--- src/rtl/cpu_sequencer.sv ---
// Fetch/decode/execute controller for the 4-bit CPU: owns PC, IR, immediate and Z/C flags.
// Optional `SINGLE_STEP_EN adds a step input and a PAUSE state after every EXEC.
module cpu_sequencer #(
  parameter int PC_W = 4
) (
  input  logic            clk,
  input  logic            reset,
  input  logic            start,
`ifdef SINGLE_STEP_EN
  input  logic            step,
`endif
  input  logic [7:0]      instr_i,
  input  logic            alu_zero,
  input  logic            alu_carry,
  output logic [PC_W-1:0] pc_o,
  output logic [1:0]      rf_r_addr_a,
  output logic [1:0]      rf_r_addr_b,
  output logic [1:0]      rf_w_addr,
  output logic            rf_we,
  output logic [2:0]      alu_op,
  output logic [1:0]      wb_sel,
  output logic [3:0]      imm_o,
  output logic            busy,
  output logic            halted,
  output logic            flag_z,
  output logic            flag_c
);

  typedef enum logic [2:0] {
    S_IDLE   = 3'd0,
    S_FETCH  = 3'd1,
    S_FETCH2 = 3'd2,
    S_EXEC   = 3'd3,
    S_HALT   = 3'd4
`ifdef SINGLE_STEP_EN
    , S_PAUSE = 3'd5
`endif
  } state_t;

  localparam logic [3:0] OP_MOV = 4'h1;
  localparam logic [3:0] OP_LDI = 4'h7;
  localparam logic [3:0] OP_JMP = 4'h8;
  localparam logic [3:0] OP_JZ  = 4'h9;
  localparam logic [3:0] OP_JC  = 4'hA;
  localparam logic [3:0] OP_HLT = 4'hF;

  state_t          state_q, state_d;
  logic [PC_W-1:0] pc_q, pc_d;
  logic [7:0]      ir_q, ir_d;
  logic [3:0]      imm_q, imm_d;
  logic            flag_z_q, flag_z_d;
  logic            flag_c_q, flag_c_d;
  logic            rf_we_q, rf_we_d;
  logic [2:0]      alu_op_q, alu_op_d;
  logic [1:0]      wb_sel_q, wb_sel_d;
  logic            busy_q, busy_d;
  logic            halted_q, halted_d;
  logic [3:0]      dec_op;
  logic            enter_exec;
  logic [3:0]      exec_op;

  assign exec_op = ir_q[7:4];

  always_comb begin
    state_d    = state_q;
    pc_d       = pc_q;
    ir_d       = ir_q;
    imm_d      = imm_q;
    flag_z_d   = flag_z_q;
    flag_c_d   = flag_c_q;
    rf_we_d    = 1'b0;
    alu_op_d   = alu_op_q;
    wb_sel_d   = wb_sel_q;
    dec_op     = ir_q[7:4];
    enter_exec = 1'b0;

    case (state_q)
      S_IDLE, S_HALT: begin
        if (start) begin
          pc_d     = '0;
          flag_z_d = 1'b0;
          flag_c_d = 1'b0;
          state_d  = S_FETCH;
        end
      end
      S_FETCH: begin
        ir_d   = instr_i;
        pc_d   = pc_q + PC_W'(1);
        dec_op = instr_i[7:4];
        if (instr_i[7:4] >= OP_LDI && instr_i[7:4] <= OP_JC) begin
          state_d = S_FETCH2;
        end else if (instr_i[7:4] == OP_HLT) begin
          state_d = S_HALT;
        end else begin
          state_d    = S_EXEC;
          enter_exec = 1'b1;
        end
      end
      S_FETCH2: begin
        imm_d      = instr_i[3:0];
        pc_d       = pc_q + PC_W'(1);
        state_d    = S_EXEC;
        enter_exec = 1'b1;
      end
      S_EXEC: begin
        // Flags only move on real ALU ops; branches see the pre-EXEC flags
        if (exec_op >= 4'h2 && exec_op <= 4'h6) begin
          flag_z_d = alu_zero;
          flag_c_d = alu_carry;
        end
        if ((exec_op == OP_JMP) ||
            (exec_op == OP_JZ && flag_z_q) ||
            (exec_op == OP_JC && flag_c_q)) begin
          pc_d = PC_W'(imm_q);
        end
`ifdef SINGLE_STEP_EN
        state_d = S_PAUSE;
`else
        state_d = S_FETCH;
`endif
      end
`ifdef SINGLE_STEP_EN
      S_PAUSE: begin
        if (step) state_d = S_FETCH;
      end
`endif
      default: state_d = S_IDLE;
    endcase

    // EXEC outputs are registered, so decode one cycle ahead of EXEC
    if (enter_exec) begin
      if (dec_op == OP_MOV) begin
        rf_we_d  = 1'b1;
        wb_sel_d = 2'd2;
        alu_op_d = 3'd0;
      end else if (dec_op >= 4'h2 && dec_op <= 4'h6) begin
        rf_we_d  = 1'b1;
        wb_sel_d = 2'd0;
        alu_op_d = 3'(dec_op - 4'h2);
      end else if (dec_op == OP_LDI) begin
        rf_we_d  = 1'b1;
        wb_sel_d = 2'd1;
      end
    end

    busy_d   = (state_d == S_FETCH) || (state_d == S_FETCH2) || (state_d == S_EXEC);
    halted_d = (state_d == S_HALT);
  end

  always_ff @(posedge clk or posedge reset) begin
    if (reset) begin
      state_q  <= S_IDLE;
      pc_q     <= '0;
      ir_q     <= '0;
      imm_q    <= '0;
      flag_z_q <= 1'b0;
      flag_c_q <= 1'b0;
      rf_we_q  <= 1'b0;
      alu_op_q <= '0;
      wb_sel_q <= '0;
      busy_q   <= 1'b0;
      halted_q <= 1'b0;
    end else begin
      state_q  <= state_d;
      pc_q     <= pc_d;
      ir_q     <= ir_d;
      imm_q    <= imm_d;
      flag_z_q <= flag_z_d;
      flag_c_q <= flag_c_d;
      rf_we_q  <= rf_we_d;
      alu_op_q <= alu_op_d;
      wb_sel_q <= wb_sel_d;
      busy_q   <= busy_d;
      halted_q <= halted_d;
    end
  end

  assign pc_o        = pc_q;
  assign rf_r_addr_a = ir_q[1:0];
  assign rf_r_addr_b = ir_q[3:2];
  assign rf_w_addr   = ir_q[3:2];
  assign rf_we       = rf_we_q;
  assign alu_op      = alu_op_q;
  assign wb_sel      = wb_sel_q;
  assign imm_o       = imm_q;
  assign busy        = busy_q;
  assign halted      = halted_q;
  assign flag_z      = flag_z_q;
  assign flag_c      = flag_c_q;

endmodule
--- config.mk ---
export PLATFORM = sky130hd
export DESIGN_NAME = cpu_sequencer
export DESIGN_NICKNAME = d
export VERILOG_FILES = /design/src/rtl/cpu_sequencer.sv
export SDC_FILE = /design/constraint.sdc
export NUM_CORES = 1
export LEC_CHECK = 0
export BUFFER_PORTS_ARGS = -buffer_cell sky130_fd_sc_hd__buf_4
export CAP_MARGIN = 40
export CORE_ASPECT_RATIO = 0.7
export CORE_MARGIN = 5
export CORE_UTILIZATION = 53
export DETAILED_ROUTE_END_ITERATION = 12
export GPL_ROUTABILITY_DRIVEN = 0
export PLACE_DENSITY_LB_ADDON = 0.08
export SYNTH_ARGS = -nofsm -noshare
export SYNTH_HDL_FRONTEND = slang
export SYNTH_SLANG_ARGS = --single-unit
--- constraint.sdc ---
create_clock -name clk -period 3 [get_ports clk]
set_input_delay 0.15 -clock clk [delete_from_list [all_inputs] [get_ports clk]]
set_output_delay 0.15 -clock clk [all_outputs]
set_load 0.02 [all_outputs]
# Word level (Yosys, flattened, before mapping)
# Index checks and enable logic that the tools add are counted.
[totals]
register_bits = 29
input_bits = 13
wordCells = 81
[classes]
n_addsub = 2
n_lt_le_gt_ge = 6
n_eq_ne = 17
n_mux = 25
n_reduce_logical = 20
[ops]
columns = ["cell", "n"]
rows = [
  ["$eq A4 B4 Y1 const B", 4],
  ["$mux W3", 5],
  ["$eq A3 B2 Y1 const B", 4],
  ["$mux W4", 3],
  ["$pmux W3 S4", 1],
  ["$pmux W4 S3", 1],
  ["$mux W1", 9],
  ["$ge A4 B2 Y1 const B", 2],
  ["$le A4 B3 Y1 const B", 2],
  ["$eq A3 B1 Y1 const B", 2],
  ["$eq A3 B3 Y1 const B", 2],
  ["$mux W2", 3],
  ["$ne A2 B2 Y1 const B", 3],
  ["$pmux W1 S2", 3],
  ["$reduce_and A3 Y1", 2],
  ["$reduce_bool A3 Y1", 2],
  ["$logic_and A1 B1 Y1", 5],
  ["$add A4 B1 Y4 const B", 1],
  ["$eq A4 B1 Y1 const B", 1],
  ["$eq A4 B3 Y1 const B", 1],
  ["$ge A4 B3 Y1 const B", 1],
  ["$le A4 B4 Y1 const B", 1],
  ["$logic_or A1 B1 Y1", 4],
  ["$reduce_and A2 Y1", 2],
  ["other kinds (4)", 6],
]

# Depth between registers and ports, before layout
[logic_depth]
depth_word = 7
mapped_depth = 9

# Least setup slack after synthesis
# OpenSTA, ideal clock, no wires.
[synth_timing]
path_type = "register to register"
startpoint = "reg state_q[1]"
endpoint = "reg alu_op_q[1], in the netlist alu_op[1]"
t_arrival_ns = 2.350
slack_ns = 0.525
stages_incl_launch_ff = 10
path_buffers = 2
path_cell_list = "dfrtp_1 -> clkbuf_1 -> nor3b_1 -> clkbuf_1 -> nand2_1 -> nand2_1 -> ha_1 -> nor3b_1 -> o32ai_4 -> mux2_4"
[synth_between]
elab_chain_len = 6
word_cells_on_any_way = 13
cone_classes = "1 x add/sub; 2 x order compare; 3 x eq/ne; 4 x mux; 3 x reduce/logical"
[synth_lines]
columns = ["item", "line", "source"]
rows = [
  ["start: declaration", "47", "state_t state_q, state_d;"],
  ["start signal: assignment", "164", "state_q <= state_d;"],
  ["$eq A3 B1 Y1", "77", "case (state_q)"],
  ["$mux W4", "77", ""],
  ["$ge A4 B2 Y1 / $le A4 B3 Y1 (equally long branches)", "136", "end else if (dec_op >= 4'h2 && dec_op <= 4'h6) begin"],
  ["$logic_and A1 B1 Y1", "136", ""],
  ["$reduce_bool A2 Y1 (no source line)", "-", ""],
  ["$reduce_and A2 Y1 (no source line)", "-", ""],
  ["end signal: assignment", "171", "alu_op_q <= alu_op_d;"],
  ["end: declaration", "54", "logic [2:0] alu_op_q, alu_op_d;"],
]
# Parallel ways exist; a longest one is shown, timed or not. The select of a mux whose other input is x is not followed.
# A chain may end at the register's enable or synchronous reset.

# Worst setup path after layout
[layout_timing]
startpoint = "reg state_q[0]"
endpoint = "reg alu_op_q[2], in the netlist alu_op[2]"
# Same word-level chain as after synthesis.

==> out/metrics.csv <==
stage;metric;value;unit
global_routing;grt_max_degree;17;
floorplan;ios;37;
yosys;yosysMostFrequentCell;dfrtp_1;
clock_network;postCtsSetupRepairBufs;0;
critical_path;worst_r2r_startpoint;state_q[0];
timing;slew_headroom;41.9;%
min_path;worstHoldEndpoint;ir_q[3];
timing;worst_pin_slew;869;ps
detailed_routing;ant_nets;0;
finish;area_delta_synth_final;23.3;%
global_routing;track_usage;19.9;%
yosys;seq_area_frac_synth;44.3;%
critical_path;crit_required;3160;ps
timing;hold_viol;0;
clock_network;clockRootBuffer;clkbuf_8;
critical_path;cp_slowest_cell;or3b_4;
global_routing;grt-ovfl-total;0;
finish;antenna_cells;0;
yosys;synth_area_leaders;dfrtp_1, nand2_1, mux2_2, buf_4, mux2_1;
critical_path;ff2ff_path_depth;6;
critical_path;start_kind;flip-flop;
yosys;ys.flop_type;dfrtp_1;
yosys;async_flop_share;100;%
finish;drive_gt1_share;31.3;%
yosys;ys_warn_count;0;
yosys;synth_common_cells;dfrtp_1, nand2_1, nor2_1;
global_routing;antenna_found_initial;0;
detailed_routing;vias;1359;
finish;num-nets-final;209;
pwr;vdd_drop_max;723;uV
critical_path;r2r_setup_slack;360;ps
timing;min_period;2640;ps
yosys;ys_types;48;
floorplan;die_w;76.5;um
yosys;synth_cells;163;
yosys;syn_area;1640;um^2
clock_network;worstSkewPairLatency;280;ps
clock_network;clock-sinks;29;
finish;final_cells;231;
yosys;synth-edff-count;0;
detailed_routing;wire_per_inst;17.4;um
critical_path;endpoint_kind;flip-flop;
floorplan;initial_core_util;56.9;%
critical_path;path_cells;or3b_4 > mux2_2 > ha_1 > nor3b_1 > o32ai_4 > mux2_4;
yosys;syn_avg_cell_area;10.1;um^2
finish;fillers;233;
timing;holdWs;75.2;ps
critical_path;cp_top_family;simple AND/OR/NAND/NOR gates;
global_routing;grt_pass1_wl;6890;um
timing;report.final.slew_viol_count;0;
critical_path;critPathArrivalTime;2800;ps
detailed_routing;finalWirelength;4010;um
clock_network;clkTransAtPathRegs;70;ps
run;cap_violations;0;
detailed_routing;drtIter0Drc;183;
detailed_routing;drc;0;
outcome;status;finished, final reports clean;
critical_path;r2r_end;alu_op[2];
min_path;min_from;instr_i[3];
clock_network;numCtsBuffers;5;
pwr;powerDensity;1220;nW/um^2
floorplan;core;2880;um^2
floorplan;die_area;4320;um^2
min_path;hold_depth;3;
clock_network;htreeDepth;2;
yosys;synth_nets;178;
clock_network;clk_path_buf_depth;2;
detailed_routing;drt_first_pass_iters;4;
timing;max_freq;0.379;GHz
detailed_routing;viasPerCell;5.88;
yosys;yosysTopAreaCell;dfrtp_1;
floorplan;dieHeight;56.5;um
critical_path;cp_slowest_stage_delay;540;ps
placement;placedCellCount;222;
yosys;post-synth-top-area-fraction;44.3;%
timing;rsz0062_at_grt;false;
timing;fin_skew;7.48;ps
timing;setup_tns;0;ps
yosys;ys_ff_latch;29;
placement;place.port_buffers;36;
global_routing;grt_pass1_vias;1335;
timing;min_period_over_period;88.0;%
clock_network;cts_tree;done;
floorplan;row_count;16;
critical_path;critPathKind;reg2reg;
timing;setup_viol;0;
critical_path;crit_buf_inv;0;
min_path;hold_class;in2reg;
placement;dp_hpwl;3070;um
critical_path;critPathMaxFanout;13;
pwr;p_leak;0.939;nW
worst min-delay path, cell delays in order:
cell	delay, ps
buf_4	80
nand2_1	40
nand2_1	50
metal layers:
layer | part of all wire, % | wire length [um] | vias to the layer above | global-route usage, %
met5 | 0 | 0 | - | 0
li1 | - | - | 640 | -
met2 | 41 | 1650 | 65 | 27.6
met1 | 48 | 1940 | 646 | 29.1
met4 | 1.6 | 65 | 0 | 5.74
met3 | 8.9 | 356 | 8 | 6.71
flip-flops by register name, summed over array words and instances (netlist names):
register	cells
ir_q	8
imm_o	4
pc_o	4
alu_op	3
state_q	3
wb_sel	2
busy	1
flag_c	1
flag_z	1
halted	1
rf_we	1
placed cells by master (no fill, tap or decap), drive strengths merged, types with 2 or more instances in the layout:
cell	synthesis	layout
a211oi	2	2
a21oi	2	2
a32oi	3	3
buf	7	38
clkbuf	8	7
dfrtp	29	29
ha	2	2
inv	7	7
mux2	12	12
mux2i	2	2
nand2	25	25
nand3	3	3
nand3b	5	5
nor2	12	12
nor2b	2	2
nor3	2	2
nor3b	4	4
nor4b	2	2
o21ai	6	6
o22ai	2	2
o2bb2ai	5	5
or3b	2	2
or4b	2	2
report_power, final:
part,internal (W),leakage (nW),switching [W]
clock network,0.000207,0.0542,0.000144
logic,0.000613,0.528,0.000723
registers,0.000572,0.357,0.000206
per-stage QoR:
stage | worst slack (ps) | area [um^2] | total power [W] | util (%)
finish | 361 | 2020 | 0.00246 | 70.1
global route | 228 | 2020 | 0.00264 | 70.1
CTS | 345 | 2020 | 0.00247 | 70.1
detailed placement | 366 | 1910 | 0.00211 | 66.2
global placement | 490 | 1880 | 0.00206 | 65.3
floorplan | 525 | 1640 | 0.00171 | -
worst max path at each step:
stage,start,slack (ps),cells after the start,to
floorplan,state_q[1],530,9,alu_op[1]
global placement,state_q[0],490,6,alu_op[1]
detailed placement,state_q[0],370,6,alu_op[1]
CTS,state_q[0],340,6,alu_op[2]
global route,state_q[0],230,6,alu_op[1]
finish,state_q[0],360,6,alu_op[2]
layout make-up:
cell class	instances	area (um^2)	area share [%]
Multi-Input combinational cell	112	807	39.9
Sequential cell	29	726	35.9
Timing Repair Buffer	39	315	15.6
Clock buffer	7	96.3	4.77
Tap cell	36	45.0	2.23
Inverter	7	26.3	1.30
Clock inverter	1	5.00	0.248
logic make-up (layout without fill, tap and decap cells):
| group | Yosys count | after routing | synth area share, % |
|---|---|---|---|
| simple gates | 65 | 65 | 21.4 |
| compound gates | 30 | 30 | 15.7 |
| flops | 29 | 29 | 44.3 |
| buf+inv | 22 | 54 | 6.49 |
| mux | 14 | 14 | 10.2 |
| fa+ha+maj | 2 | 2 | 1.53 |
| xor+xnor | 1 | 1 | 0.534 |
what timing repair did:
item,CTS,global route
hold buffers,1,0
endpoints found under the hold margin,13,0
resized for setup,0,0
(Power assumes the default switching activity.)
